## config.mk

```make
export PLATFORM = sky130hd
export DESIGN_NAME = reg_file
export DESIGN_NICKNAME = d
export VERILOG_FILES = /design/src/rtl/reg_file_pkg.sv /design/src/rtl/reg_file_entry.sv /design/src/rtl/reg_file.sv
export SDC_FILE = /design/constraint.sdc
export NUM_CORES = 2
export LEC_CHECK = 0
export BUFFER_PORTS_ARGS = -buffer_cell sky130_fd_sc_hd__buf_2
export CAP_MARGIN = 20
export CELL_PAD_IN_SITES_DETAIL_PLACEMENT = 1
export CELL_PAD_IN_SITES_GLOBAL_PLACEMENT = 2
export CORE_ASPECT_RATIO = 0.5
export CORE_MARGIN = 2
export CORE_UTILIZATION = 45
export CTS_CLUSTER_DIAMETER = 80
export DETAILED_ROUTE_END_ITERATION = 7
export PLACE_DENSITY_LB_ADDON = 0.1
export SYNTH_ARGS = -nofsm -noshare
export SYNTH_HDL_FRONTEND = slang
export SYNTH_HIERARCHICAL = 1
export SYNTH_SLANG_ARGS = --single-unit
```

## constraint.sdc

```tcl
create_clock -name clk -period 2.8 [get_ports clk]
set_clock_uncertainty 0.2 [all_clocks]
set_input_delay 0.56 -clock clk [delete_from_list [all_inputs] [get_ports clk]]
set_output_delay 0.56 -clock clk [all_outputs]
set_load 0.02 [all_outputs]
```

## src/rtl/reg_file_pkg.sv

```systemverilog
// reg_file_pkg
//   Shared constants for the architectural register file and its per-register
//   entries: RoB tag width, register count and register index width.
//   Also provides the commit-to-read forwarding match used by the optional
//   bypass (REG_COMMIT_BYPASS_EN).
package reg_file_pkg;

    localparam int ROB_SIZE_WIDTH = 4;
    localparam int RF_REG_NUM     = 32;
    localparam int RF_IDX_W       = 5;

    typedef logic [RF_IDX_W-1:0] reg_idx_t;

    // True when a commit this cycle targets the register being read.
    // x0 never matches because it is hardwired.
    function automatic logic commit_hits(input logic     valid,
                                         input logic     rdy,
                                         input reg_idx_t rd,
                                         input reg_idx_t rs);
        return valid && rdy && (rd == rs) && (rd != '0);
    endfunction

endpackage

```

## src/rtl/reg_file_entry.sv

```systemverilog
// reg_entry
//   One architectural register: value, busy bit and youngest-producer RoB tag.
//   Applies commit, issue and clear with the required priorities.
//
// Ports
//   clk, rst           clock (rising edge), async active-low reset
//   rdy                state only moves when high
//   clear              flush: drop busy/tag, keep value
//   issue_*            rename request (valid, rd, rob tag)
//   commit_*           retire request (valid, rd, rob tag, value)
//   value, busy, tag   current register state
module reg_entry
    import reg_file_pkg::*;
#(
    parameter int IDX   = 1,
    parameter int TAG_W = ROB_SIZE_WIDTH
) (
    input  logic             clk,
    input  logic             rst,
    input  logic             rdy,
    input  logic             clear,
    input  logic             issue_valid,
    input  logic [4:0]       issue_rd,
    input  logic [TAG_W-1:0] issue_rob_id,
    input  logic             commit_valid,
    input  logic [4:0]       commit_rd,
    input  logic [TAG_W-1:0] commit_rob_id,
    input  logic [31:0]      commit_value,
    output logic [31:0]      value,
    output logic             busy,
    output logic [TAG_W-1:0] tag
);

    localparam logic [4:0] MY_IDX = 5'(IDX);

    logic issue_hit;
    logic commit_hit;

    assign issue_hit  = issue_valid  && (issue_rd  == MY_IDX);
    assign commit_hit = commit_valid && (commit_rd == MY_IDX);

    always_ff @(posedge clk or negedge rst) begin
        if (!rst) begin
            value <= '0;
            busy  <= 1'b0;
            tag   <= '0;
        end else if (rdy) begin
            // The retired value is architectural and is written regardless
            // of rename state or flush.
            if (commit_hit)
                value <= commit_value;

            if (clear) begin
                busy <= 1'b0;
                tag  <= '0;
            end else if (issue_hit) begin
                // A new rename wins over any same-cycle busy release.
                busy <= 1'b1;
                tag  <= issue_rob_id;
            end else if (commit_hit && (tag == commit_rob_id)) begin
                // Only the youngest producer may release the register.
                busy <= 1'b0;
            end
        end
    end

endmodule

```

## src/rtl/reg_file.sv

```systemverilog
// reg_file
//   32 x 32-bit architectural register file with rename status (busy bit and
//   youngest in-flight RoB tag per register). x0 is hardwired to zero.
//
// Ports
//   clk, rst                 clock (rising edge), async active-low reset
//   rdy                      global ready; no state change when low
//   clear                    RoB flush; drops all renames
//   issue_valid/rd/rob_id    mark destination renamed
//   commit_valid/rd/rob_id/value   write retired value
//   rs1, rs2                 decoder read indices
//   val1/2, busy1/2, tag1/2  combinational read data
//
// Build option
//   REG_COMMIT_BYPASS_EN     forward a same-cycle commit to the read ports
module reg_file
    import reg_file_pkg::*;
#(
    parameter int REG_NUM = RF_REG_NUM,
    parameter int TAG_W   = ROB_SIZE_WIDTH
) (
    input  logic             clk,
    input  logic             rst,
    input  logic             rdy,
    input  logic             clear,
    input  logic             issue_valid,
    input  logic [4:0]       issue_rd,
    input  logic [TAG_W-1:0] issue_rob_id,
    input  logic             commit_valid,
    input  logic [4:0]       commit_rd,
    input  logic [TAG_W-1:0] commit_rob_id,
    input  logic [31:0]      commit_value,
    input  logic [4:0]       rs1,
    input  logic [4:0]       rs2,
    output logic [31:0]      val1,
    output logic [31:0]      val2,
    output logic             busy1,
    output logic             busy2,
    output logic [TAG_W-1:0] tag1,
    output logic [TAG_W-1:0] tag2
);

    logic [31:0]      values [REG_NUM];
    logic             busys  [REG_NUM];
    logic [TAG_W-1:0] tags   [REG_NUM];

    assign values[0] = '0;
    assign busys[0]  = 1'b0;
    assign tags[0]   = '0;

    for (genvar i = 1; i < REG_NUM; i++) begin : g_entry
        reg_entry #(
            .IDX   (i),
            .TAG_W (TAG_W)
        ) u_entry (
            .clk           (clk),
            .rst           (rst),
            .rdy           (rdy),
            .clear         (clear),
            .issue_valid   (issue_valid),
            .issue_rd      (issue_rd),
            .issue_rob_id  (issue_rob_id),
            .commit_valid  (commit_valid),
            .commit_rd     (commit_rd),
            .commit_rob_id (commit_rob_id),
            .commit_value  (commit_value),
            .value         (values[i]),
            .busy          (busys[i]),
            .tag           (tags[i])
        );
    end

    // Same-cycle issue is deliberately not forwarded; the decoder resolves
    // intra-cycle dependencies itself.
    always_comb begin
        val1  = values[rs1];
        busy1 = busys[rs1];
        tag1  = tags[rs1];
`ifdef REG_COMMIT_BYPASS_EN
        if (commit_hits(commit_valid, rdy, commit_rd, rs1)) begin
            val1 = commit_value;
            if (tags[rs1] == commit_rob_id)
                busy1 = 1'b0;
        end
`endif
    end

    always_comb begin
        val2  = values[rs2];
        busy2 = busys[rs2];
        tag2  = tags[rs2];
`ifdef REG_COMMIT_BYPASS_EN
        if (commit_hits(commit_valid, rdy, commit_rd, rs2)) begin
            val2 = commit_value;
            if (tags[rs2] == commit_rob_id)
                busy2 = 1'b0;
        end
`endif
    end

endmodule

```

Word-level counts from Yosys, hierarchy flattened
Index checks and enable logic that the tools add are counted.
W data, S select, Z words.
{"block": "word_totals", "register_bits": 1147, "input_bits": 66, "out_inout_bits": 74, "wordCells": 611}
{"block": "classes", "magnitude_cmp": 2, "eq_ne": 93, "muxes": 173, "bitwise": 2, "n_reduce_logical": 248}
{"cell": "$bmux W32 S5", "n": 2}
{"cell": "$mux W4", "n": 66}
{"cell": "$reduce_and A2 Y1", "n": 93}
{"cell": "$eq A5 B5 Y1 const B", "n": 32}
{"cell": "$mux W32", "n": 4}
{"cell": "$eq A4 B4 Y1", "n": 31}
{"cell": "$mux W1", "n": 97}
{"cell": "$logic_and A1 B1 Y1", "n": 93}
{"cell": "$reduce_bool A3 Y1", "n": 31}
{"cell": "$eq A5 B4 Y1 const B", "n": 16}
{"cell": "$reduce_bool A2 Y1", "n": 31}
{"cell": "$bmux W4 S5", "n": 2}
{"cell": "$eq A5 B3 Y1 const B", "n": 8}
{"cell": "$eq A5 B2 Y1 const B", "n": 4}
{"cell": "$ge A6 B6 Y1 const B", "n": 2}
{"cell": "$not A5 Y6", "n": 2}
{"cell": "$bmux W1 S5", "n": 2}
{"cell": "$eq A5 B1 Y1 const B", "n": 2}

Logic depth before layout (Yosys ltp)
{"block": "logic_depth", "ltp_word": 6, "depth_mapped": 8, "depth_no_buf": 4}

By module
The synthesis kept the hierarchy.
{"mod": "reg_file", "instances": 1, "cells_each": 1623, "area_per_inst_um2": 18547.8, "seq_area_each_um2": 0.0}
{"mod": "reg_entry at g_entry[10].u_entry ...", "instances": 6, "cells_each": 103, "area_per_inst_um2": 1559.0, "seq_area_each_um2": 925.9}
{"mod": "reg_entry at g_entry[21].u_entry ...", "instances": 5, "cells_each": 104, "area_per_inst_um2": 1559.0, "seq_area_each_um2": 925.9}
{"mod": "reg_entry at g_entry[23].u_entry ...", "instances": 4, "cells_each": 105, "area_per_inst_um2": 1555.2, "seq_area_each_um2": 925.9}
{"mod": "reg_entry at g_entry[17].u_entry ...", "instances": 2, "cells_each": 106, "area_per_inst_um2": 1595.3, "seq_area_each_um2": 925.9}
{"mod": "reg_entry at g_entry[4].u_entry ...", "instances": 2, "cells_each": 108, "area_per_inst_um2": 1580.3, "seq_area_each_um2": 925.9}
{"mod": "reg_entry at g_entry[11].u_entry ...", "instances": 2, "cells_each": 109, "area_per_inst_um2": 1577.8, "seq_area_each_um2": 925.9}
{"mod": "reg_entry at g_entry[13].u_entry ...", "instances": 2, "cells_each": 110, "area_per_inst_um2": 1576.5, "seq_area_each_um2": 925.9}
{"mod": "reg_entry at g_entry[1].u_entry ...", "instances": 2, "cells_each": 109, "area_per_inst_um2": 1571.5, "seq_area_each_um2": 925.9}
{"mod": "reg_entry at g_entry[12].u_entry", "instances": 1, "cells_each": 107, "area_per_inst_um2": 1580.3, "seq_area_each_um2": 925.9}
{"mod": "reg_entry at g_entry[3].u_entry", "instances": 1, "cells_each": 109, "area_per_inst_um2": 1576.5, "seq_area_each_um2": 925.9}
{"mod": "reg_entry at g_entry[15].u_entry", "instances": 1, "cells_each": 110, "area_per_inst_um2": 1570.3, "seq_area_each_um2": 925.9}
{"mod": "reg_entry at g_entry[19].u_entry", "instances": 1, "cells_each": 105, "area_per_inst_um2": 1557.7, "seq_area_each_um2": 925.9}
{"mod": "reg_entry at g_entry[16].u_entry", "instances": 1, "cells_each": 103, "area_per_inst_um2": 1554.0, "seq_area_each_um2": 925.9}
{"mod": "reg_entry at g_entry[31].u_entry", "instances": 1, "cells_each": 105, "area_per_inst_um2": 1552.7, "seq_area_each_um2": 925.9}

Worst setup path before layout
Ideal clock, no wire load.
{"block": "synth_timing", "path_type": "in2out", "from": "in rs1[1]", "to": "out tag1[2]", "t_arrival_ns": 2.164, "required_ns": 2.040, "path_slack_ns": -0.124, "path_stages": 8, "n_path_buf": 4, "path_cell_list": "buf_2 buf_2 buf_4 buf_4 nand2_1 mux2i_1 a211oi_1 o31ai_1"}
{"block": "synth_between", "elab_chain_len": 4}
{"item": "start: declaration", "line_no": "reg_file.sv:33", "text": "input logic [4:0] rs1,"}
{"item": "$not A5 Y6 (not written as such)", "line_no": "reg_file.sv:78", "text": "tag1 = tags[rs1];"}
{"item": "$bmux W4 S5", "line_no": "reg_file.sv:78"}
{"item": "$mux W4 (not written as such) (2 in series)", "line_no": "reg_file.sv:78"}
{"item": "end: declaration", "line_no": "reg_file.sv:39", "text": "output logic [TAG_W-1:0] tag1,"}
No other way between the ends. The select of a mux whose other input is x is not followed.

Worst setup path in the final report
{"block": "layout_timing", "from": "reg g_entry[29].u_entry.tag[2]", "to": "out tag1[2]"}
{"block": "layout_between", "elab_chain_len": 3}
{"item": "start: declaration", "line_no": "reg_file_entry.sv:31", "text": "output logic [TAG_W-1:0] tag"}
{"item": "start signal: assignment", "line_no": "reg_file_entry.sv:59", "text": "tag <= issue_rob_id;"}
{"item": "$bmux W4 S5", "line_no": "reg_file.sv:78"}
{"item": "$mux W4 (not written as such) (2 in series)", "line_no": "reg_file.sv:78"}
No other way between the ends. The select of a mux whose other input is x is not followed.

==> impl_metrics.env <==
export IMPL_required_ns=2.04
export IMPL_yosysWarnings=6
export IMPL_final_common_cell="dfrtp_1"
export IMPL_pwr_share_comb_pct=22.7
export IMPL_cts_root_buf="clkbuf_16"
export IMPL_dpl_worst_slack_ns=-0.677
export IMPL_drcViolationCount=0
export IMPL_io_buffers=139
export IMPL_cp_max_fo=4
export IMPL_rr_startpoint="g_entry[24].u_entry/tag[0]"
export IMPL_p_sw_mw=14.4
export IMPL_io_pin_count=140
export IMPL_sequentialPowerShare_pct=43.7
export IMPL_totalWireLength_um=251000
export IMPL_setup_violations=74
export IMPL_dr_max_layer_used="met5"
export IMPL_ys_async_sr_fraction_pct=100
export IMPL_start_util_pct=45.2
export IMPL_fmax_mhz=304
export IMPL_cts_max_path_buffers=3
export IMPL_wl_per_cell_um=33.6
export IMPL_clkPwrFrac_pct=33.6
export IMPL_rows=100
export IMPL_synth_distinct_cells=57
export IMPL_routed_via_density=6.65
export IMPL_powerDensity_nw_per_um2=589
export IMPL_diodes=0
export IMPL_drive_gt1_share_pct=47.7
export IMPL_clk_pin_slew_ns=0.07
export IMPL_slew_viol_final=0
export IMPL_first_global_vias=53500
export IMPL_seqCellArea_um2=28700
export IMPL_most_common_layout_cells="1133 x dfrtp_1, 953 x mux2_2, 444 x mux4_2"
export IMPL_placed_cell_area_um2=74800
export IMPL_gp_congestion=0.883
export IMPL_htreeDepth=3
export IMPL_dr_pass1_iters=6
export IMPL_cts_buffers=111
export IMPL_synth_yosys_seq_area_share_pct=42.8
export IMPL_die_w_um=550
export IMPL_globalRouteOverflowTotal=0
export IMPL_status="finished with violations"
export IMPL_dr_wl_met2_um=117000
export IMPL_start_kind="flip-flop"
export IMPL_maxCapViolCount=0
export IMPL_grt_max_degree=101
export IMPL_rsz0062_at_grt="true"
export IMPL_ys_top_cells_by_area="dfrtp_1 43%, mux2_2 16%, mux4_2 15%, a22o_1 2.9%, mux2i_1 2.8%"
export IMPL_wl_met3_um=15400
export IMPL_period_minus_slack_ns=3.29
export IMPL_worstSetupStartpoint="g_entry[29].u_entry/tag[2]"
export IMPL_ant_nets=0
export IMPL_power_leakage_nw=35.2
export IMPL_failed_checks="setup timing"
export IMPL_relSlewSlack_pct=53.3
export IMPL_holdWs_ns=0.128
export IMPL_hold_class="in -> async"
export IMPL_yosys_register_bits=1147
export IMPL_synth_largest_area_cell="dfrtp_1"
export IMPL_postLayoutCellArea_um2=81200
export IMPL_synth_net_count=4970
export IMPL_cts_tree="built"
export IMPL_nets=5456
export IMPL_synth_avg_cell_area_um2=13.7
export IMPL_report_final_hold_viol_count=0
export IMPL_cp_arrival_ns=2.53
export IMPL_setup_slack_ns=-0.495
export IMPL_ir_drop_mv=0.544
export IMPL_dr_first_iter_drc_count=4345
export IMPL_area_growth_pct=20.9
export IMPL_synth_top_area_share_pct=42.8
export IMPL_dr_total_vias=49700
export IMPL_critPathCaptureType="output pin"
export IMPL_dieArea_um2=152000
export IMPL_die_h_um=277
export IMPL_coreArea_um2=148000
export IMPL_switching_share_pct=30.0
export IMPL_syn_instance_count=4904
export IMPL_antenna_found_initial=3
export IMPL_met1_length_um=109000
export IMPL_clk_insertion_delay_late_ns=0.74
export IMPL_grt_pass1_wl_um=373000
export IMPL_cts_sinks=1147
export IMPL_final_period_utilization_pct=118
export IMPL_fillers=14400
export IMPL_place_hpwl_um=166000
export IMPL_p_int_mw=33.5
export IMPL_tns_ns=-26.97
export IMPL_synth_edf_count=0
export IMPL_final_util_pct=54.7
export IMPL_multiInputGateArea_um2=36800
export IMPL_syn_area_um2=67100
export IMPL_track_usage_pct=32.9
export IMPL_tightestPinTransition_ns=0.700
export IMPL_ys_flop_type="dfrtp_1"
export IMPL_criticalPathCategory="reg -> out"
-- power groups by stage --
stage	logic [mW]	registers [mW]	clock network, mW
finish	10.9	20.9	16.1
global route	11.5	21.2	17.1
CTS	10.8	20.8	16.4
detailed placement	10.0	21.1	0
global placement	9.67	20.9	0
floorplan	6.42	20.2	0
-- per-stage QoR --
stage                     total power [mW]  cells
after floorplan                       26.7   4904
after global placement                30.5   7194
after detailed placement              31.1   7194
after CTS                             47.9   7460
after global routing                  49.8   7467
final                                 47.8   7467
-- worst max-delay path: stages (launching register included) --
cell	delay, ns
dfrtp_2	0.45
mux4_2	0.48
a22o_1	0.29
o21ai_4	0.21
buf_6	0.14
o31ai_4	0.07
buf_6	0.15
-- worst paths after layout --
| check | to | slack [ns] | cells after the start |
|---|---|---|---|
| setup / recovery | tag1[2] | -0.49 | 6 |
| min in group clk | g_entry[22].u_entry/busy | 0.21 | 4 |
| hold reg to reg | g_entry[15].u_entry/value[21] | 0.31 | 1 |
| hold / removal | g_entry[27].u_entry/value[27] | 0.13 | 2 |
| max in group asynchronous | g_entry[2].u_entry/tag[2] | 1.20 | 4 |
| setup reg to reg | g_entry[24].u_entry/busy | 1.17 | 4 |
-- cell usage after synthesis, drive strengths merged (4+ instances only) --
| cell type | n |
|---|---|
| dfrtp | 1147 |
| mux2 | 1065 |
| mux4 | 444 |
| buf | 228 |
| a22o | 221 |
| mux2i | 187 |
| clkbuf | 166 |
| inv | 126 |
| xor2 | 124 |
| nand2 | 120 |
| o21ai | 112 |
| o221ai | 96 |
| nand3 | 92 |
| a211oi | 74 |
| o22ai | 74 |
| o31ai | 74 |
| and2 | 72 |
| and3 | 54 |
| a311o | 52 |
| nand4b | 46 |
| nor2b | 44 |
| nand2b | 41 |
| nor4 | 40 |
| a21oi | 33 |
| a311oi | 31 |
| o311ai | 26 |
| nor4b | 20 |
| and3b | 19 |
| nand4 | 19 |
| nor4bb | 12 |
| and4b | 10 |
| nor3 | 9 |
| a211o | 8 |
| nor2 | 7 |
| or4b | 4 |
-- cells by family after synthesis --
family	after synthesis	share of synthesized area (%)
buffers and inverters	520	4.36
and+or+nand+nor	616	6.51
xor gates and xnor gates	124	1.62
AOI/OAI and AO/OA	801	9.19
muxes	1696	35.6
DFF	1147	42.8
-- what timing repair did --
action,4_1_cts,5_1_grt
pin swaps,158,84
buffers inserted,68,20
resized for setup,333,52
endpoints found under the setup margin,74,74
gates cloned,13,3
hold buffers,2,0
hold endpoints to repair,355,0
-- state kept, by name (all words and copies together), names as in the netlist --
register               flops
g_entry.u_entry/tag      124
g_entry.u_entry/value    992
g_entry.u_entry/busy      31
-- layer usage --
| layer | GRT usage, % | vias up |
|---|---|---|
| li1 | - | 20300 |
| met1 | 46.1 | 27200 |
| met2 | 52.2 | 1751 |
| met3 | 5.29 | 456 |
| met4 | 11.2 | 2 |
| met5 | 0 | - |
-- final cells by class --
type	instances	share of cell area (%)
tap	1989	3.07
inverter	126	0.586
clock inverter	41	0.652
sequential	1147	35.4
clock buffer	160	4.00
multi-input combinational	3237	45.4
timing repair buffer	767	10.9
Power figures use the tool's default switching activity.
